### src/rtl/cpu_cluster_mode_ctrl.sv
// Hart-set controller for the external CPU cluster: constant hart IDs, per-hart fetch
// enables, and a quiesce -> switch -> staggered-release sequence to change the active set.
module cpu_cluster_mode_ctrl #(
    parameter int unsigned        NHARTS         = 3,
    parameter logic [31:0]        HART_ID_BASE   = 32'h1,
    parameter logic [NHARTS-1:0]  RESET_MASK     = {NHARTS{1'b1}},
    parameter int unsigned        TIMEOUT_CYCLES = 255,
    parameter int unsigned        CNT_W          = $clog2(TIMEOUT_CYCLES + 1)
) (
    input  logic                   clk_i,
    input  logic                   rst_i,
    input  logic                   mode_req_valid_i,
    input  logic [NHARTS-1:0]      mode_req_mask_i,
    output logic                   mode_req_ready_o,
    input  logic [NHARTS-1:0]      sleep_i,
    input  logic [NHARTS-1:0]      ext_debug_req_i,
    output logic [NHARTS-1:0]      fetch_enable_o,
    output logic [NHARTS-1:0]      quiesce_irq_o,
    output logic [NHARTS-1:0][31:0] hart_id_o,
    output logic [NHARTS-1:0]      active_mask_o,
    output logic                   busy_o,
    output logic                   done_o,
    output logic                   error_o
);

    localparam int unsigned       IDX_W    = (NHARTS > 1) ? $clog2(NHARTS) : 1;
    localparam logic [IDX_W-1:0]  LAST_IDX = IDX_W'(NHARTS - 1);
    localparam logic [CNT_W-1:0]  CNT_LAST = CNT_W'(TIMEOUT_CYCLES - 1);

    typedef enum logic [1:0] {
        ST_IDLE    = 2'd0,
        ST_QUIESCE = 2'd1,
        ST_SWITCH  = 2'd2,
        ST_RELEASE = 2'd3
    } state_t;

    state_t            state_r,    state_s;
    logic [NHARTS-1:0] new_mask_r, new_mask_s;
    logic [NHARTS-1:0] active_r,   active_s;
    logic [NHARTS-1:0] fetch_r,    fetch_s;
    logic [NHARTS-1:0] qirq_r,     qirq_s;
    logic [CNT_W-1:0]  cnt_r,      cnt_s;
    logic [IDX_W-1:0]  idx_r,      idx_s;
    logic              done_r,     done_s;
    logic              error_r,    error_s;
    logic              all_asleep_s;
    logic              freeze_s;

    // Constant, unique hart IDs.
    for (genvar gi = 0; gi < NHARTS; gi++) begin : g_hart_id
        assign hart_id_o[gi] = HART_ID_BASE + 32'(gi);
    end

    assign all_asleep_s = ((sleep_i & active_r) == active_r);
    assign freeze_s     = |(ext_debug_req_i & active_r);

    // Next-state and next-output computation for the mode-switch sequence.
    always_comb begin
        state_s    = state_r;
        new_mask_s = new_mask_r;
        active_s   = active_r;
        fetch_s    = fetch_r;
        qirq_s     = qirq_r;
        cnt_s      = cnt_r;
        idx_s      = idx_r;
        done_s     = 1'b0;
        error_s    = 1'b0;
        case (state_r)
            ST_IDLE: begin
                if (mode_req_valid_i) begin
                    new_mask_s = mode_req_mask_i;
                    if (mode_req_mask_i == {NHARTS{1'b0}}) begin
                        error_s = 1'b1;
                    end else if (mode_req_mask_i == active_r) begin
                        done_s = 1'b1;
                    end else begin
                        state_s = ST_QUIESCE;
                        cnt_s   = {CNT_W{1'b0}};
                        qirq_s  = active_r;
                    end
                end else begin
                    state_s = ST_IDLE;
                end
            end
            ST_QUIESCE: begin
                // Success outranks a timeout landing in the same cycle.
                if (all_asleep_s) begin
                    state_s = ST_SWITCH;
                end else if (freeze_s) begin
                    cnt_s = cnt_r;
                end else if (cnt_r == CNT_LAST) begin
                    error_s = 1'b1;
                    qirq_s  = {NHARTS{1'b0}};
                    state_s = ST_IDLE;
                end else begin
                    cnt_s = cnt_r + {{(CNT_W-1){1'b0}}, 1'b1};
                end
            end
            ST_SWITCH: begin
                qirq_s   = {NHARTS{1'b0}};
                active_s = active_r & new_mask_r;
                fetch_s  = fetch_r & ~(active_r & ~new_mask_r);
                idx_s    = {IDX_W{1'b0}};
                state_s  = ST_RELEASE;
            end
            ST_RELEASE: begin
                if (new_mask_r[idx_r] && !active_r[idx_r]) begin
                    active_s[idx_r] = 1'b1;
                    fetch_s[idx_r]  = 1'b1;
                end else begin
                    active_s = active_r;
                end
                if (idx_r == LAST_IDX) begin
                    state_s = ST_IDLE;
                    done_s  = 1'b1;
                end else begin
                    idx_s = idx_r + {{(IDX_W-1){1'b0}}, 1'b1};
                end
            end
            default: begin
                state_s = ST_IDLE;
            end
        endcase
    end

    // State and output registers with synchronous reset.
    always_ff @(posedge clk_i) begin
        if (rst_i) begin
            state_r    <= ST_IDLE;
            new_mask_r <= {NHARTS{1'b0}};
            active_r   <= RESET_MASK;
            fetch_r    <= RESET_MASK;
            qirq_r     <= {NHARTS{1'b0}};
            cnt_r      <= {CNT_W{1'b0}};
            idx_r      <= {IDX_W{1'b0}};
            done_r     <= 1'b0;
            error_r    <= 1'b0;
        end else begin
            state_r    <= state_s;
            new_mask_r <= new_mask_s;
            active_r   <= active_s;
            fetch_r    <= fetch_s;
            qirq_r     <= qirq_s;
            cnt_r      <= cnt_s;
            idx_r      <= idx_s;
            done_r     <= done_s;
            error_r    <= error_s;
        end
    end

    assign fetch_enable_o   = fetch_r;
    assign quiesce_irq_o    = qirq_r;
    assign active_mask_o    = active_r;
    assign done_o           = done_r;
    assign error_o          = error_r;
    assign busy_o           = (state_r != ST_IDLE);
    assign mode_req_ready_o = (state_r == ST_IDLE);

endmodule

### config.mk
export PLATFORM = sky130hd
export DESIGN_NAME = cpu_cluster_mode_ctrl
export DESIGN_NICKNAME = d
export VERILOG_FILES = /design/src/rtl/cpu_cluster_mode_ctrl.sv
export SDC_FILE = /design/constraint.sdc
export NUM_CORES = 1
export LEC_CHECK = 0
export BUFFER_PORTS_ARGS = -buffer_cell sky130_fd_sc_hd__buf_2
export CELL_PAD_IN_SITES_DETAIL_PLACEMENT = 2
export CELL_PAD_IN_SITES_GLOBAL_PLACEMENT = 2
export CORE_MARGIN = 3
export CORE_UTILIZATION = 24
export DETAILED_ROUTE_END_ITERATION = 7
export PLACE_DENSITY_LB_ADDON = 0.1
export SYNTH_ARGS = -nofsm -noshare
export SYNTH_HDL_FRONTEND = slang
export SYNTH_SLANG_ARGS = --single-unit
### constraint.sdc
create_clock -name clk_i -period 2.25 [get_ports clk_i]
set_input_delay 0.3375 -clock clk_i [delete_from_list [all_inputs] [get_ports clk_i]]
set_output_delay 0.3375 -clock clk_i [all_outputs]
set_load 0.005 [all_outputs]
==> metrics.md <==
| Metric | Value |
|---|---|
| Crit path time final | 2.099 ns |
| Final setup viols | 0 |
| Final Core Density | 25.82% |
| Post-Route WL | 6149 microns |
| Startpoint types | flip-flop |
| Number of synthesized flops with an enable pin | 0 |
| Place WS | -0.08175 ns |
| H-tree depth | 1 |
| Antenna violations before repair | 0 |
| Vias per std cell | 4.036 |
| Core area | 8976 sq um |
| Drt pass-1 iters | 4 |
| Die area | 10670 sq um |
| IO Port Bufs | 24 |
| Share of the synthesized area in the top cell type | 32.38% |
| Io pins | 121 |
| Dpl hpwl | 4992 microns |
| Most frequent cells in the layout | conb_1, dfxtp_1, buf_2, nand2_1, nor2_1 |
| Post-DRT Antenna Nets | 0 |
| Synthesized area | 2272 sq um |
| Max Fclk | 476.5 MHz |
| Worst skew pair latency | 0.28 ns |
| Commonest non-fill, non-tap cell in the layout | conb_1 |
| Post-Syn Instances | 289 |
| CTS tree | yes |
| Min-delay worst type | input port to flip-flop |
| Fin. max-slew vios | 0 |
| Area after DPL | 2228 sq um |
| Nets@finish | 342 |
| Yosys reg bits | 26 |
| First-pass GRT wire length | 9660 microns |
| Arr. time, crit path | 2.30 ns |
| Total power | 1179 uW |
| Initial core utilization | 25.31% |
| Ys flop type | dfxtp_1 |
| Residual DRC | 0 |
| Largest cells by area after synthesis | buf_4, dfxtp_1, ha_1 |
| Cts hold-fix bufs | 0 |
| LEAKAGE | 0.001065 uW |
| Synth-to-Final Area Change | 1.982% |
| Sequential area share after synthesis | 22.91% |
| Reg clk slew, reported paths | 0.11 ns |
| Fin area | 2317 sq um |
| Layout cells sized above 1 | 14.42% |
| Setup TNS | 0 ns |
| Status | complete, no violations |
| Pwr per Cell Area | 508.9 nW/um^2 |
| Root Buffer | clkbuf_8 |
| Worst Setup Slack, final | 0.1515 ns |
| CP Capture Type | flip-flop |
| Vias | 1796 |
| Synth cell types | 48 |
| Peak VDD IR | 156.2 uV |
| Fill count | 1078 |
| Largest net degree at the start of global routing | 19 |
| Die height | 103.3 microns |
| Overall global routing resource usage | 11.50% |
| Iter 0 DRT Violations | 80 |
| Vias in the first global route | 1832 |
| Post-CTS Setup Bufs | 0 |
| Gpl congestion | 0.7441 |
| Max_cap viols | 0 |
| Number of synthesis warnings | 0 |
| Largest area contributor in the netlist | buf_4 |
| Die width | 103.3 microns |
| N_diodes | 0 |
| Gr ovfl total | 0 |
| Rows | 34 |
| Period utilisation layout | 93.27% |
| WP data required | 2.45 ns |
| Worst Setup Path Type | flip-flop to flip-flop |
| RSZ-0062 raised after global routing | true |
| Hold path depth | 3 |
| Ys async rst share | 0% |
| Syn_area_per_cell | 7.862 sq um |
| Routed length per placed instance | 13.82 microns |
| CTS Buf Count | 3 |
| Sink Count | 26 |
| Hold Fails Final Rpt | 0 |
| Max Root-Sink Buffers | 2 |
| R2R depth | 6 |
| Final Skew | 0.002382 ns |
| Worst-path maximum fanout | 12 |
==> kinds of logic after synthesis <==
logic type / count (synthesis) / share of synthesized area (%)
muxes: 4 / 1.762
buffers and inverters: 117 / 35.96
adders and majority gates: 10 / 5.507
AOI/OAI and AO/OA: 53 / 16.41
DFF: 26 / 22.91
xor gates and xnor gates: 2 / 0.7711
other: 2 / 0.3305
and+or+nand+nor: 75 / 16.35
==> per-stage QoR <==
step / hold WS, ns / std cells
CTS: 0.3622 / 445
floorplan: 0.4341 / 383
global placement: 0.4494 / 441
global route: 0.3720 / 445
detailed placement: 0.4583 / 441
finish: 0.3735 / 445
==> worst max-delay path, cell delays in order (launching register included) <==
cell and delay, ns:
dfxtp_2 0.47, or3b_1 0.38, a211oi_1 0.34, nor3_1 0.16, nor2_1 0.37, o311ai_0 0.20, o31ai_1 0.09
==> state kept, by name, indices dropped and copies added, names as in the netlist, named ones only <==
name            flops
state_r             1
cnt_r               8
active_mask_o       3
fetch_enable_o      3
error_o             1
quiesce_irq_o       3
done_o              1
idx_r               2
new_mask_r          3
==> worst paths after layout <==
kind,startpoint,end,slack [ns]
setup / recovery,active_mask_o[2],cnt_r[4],0.15
hold / removal,mode_req_mask_i[1],new_mask_r[1],0.37
setup reg to reg,active_mask_o[2],cnt_r[4],0.15
hold reg to reg,quiesce_irq_o[2],quiesce_irq_o[2],0.47
==> area by class of cell <==
| type | count | area, sq um | area share (%) |
|---|---|---|---|
| multi-input cells | 240 | 1303 | 56.21 |
| flip-flops and latches | 26 | 523.0 | 22.57 |
| repair buffers | 37 | 217.7 | 9.395 |
| well taps | 126 | 157.7 | 6.803 |
| inverters | 12 | 45.04 | 1.944 |
| clock buffers | 3 | 41.29 | 1.782 |
| clock inverters | 1 | 30.03 | 1.296 |
==> synth_stat cells, types with 2 or more instances <==
cell type	number
o211ai_1	3
ha_1	10
xnor2_1	2
buf_2	2
nand2_1	19
clkbuf_1	4
or3_1	2
o31ai_1	7
nor2_1	18
conb_1	2
nand3b_1	2
o311ai_0	5
dfxtp_1	26
buf_4	98
inv_1	12
o21ai_0	9
mux2i_1	4
nand2b_1	2
nor3_1	6
o21bai_1	2
and2_1	2
nor2b_1	4
nor4_1	2
nand3_1	4
and2_0	4
a21oi_1	12
nand4_1	5
==> report_power, final <==
| part | internal (uW) | switching, uW |
|---|---|---|
| sequential | 480 | 14.5 |
| clock | 238 | 175 |
| combinational | 98.3 | 174 |
| total | 816 | 363 |
==> timing repair <==
item,4_1_cts,5_1_grt
gates cloned,0,0
gates resized for setup,1,9
pin swaps,0,1
setup endpoints to repair,10,9
==> metal layers <==
layer	GRT usage (%)	vias to the layer above	part of all wire, %
met5	0	-	0
met4	2.092	0	0.67
met3	1.341	2	6.3
met2	18.20	91	44
met1	16.92	849	49
li1	-	854	-
(Power assumes the default switching activity.)
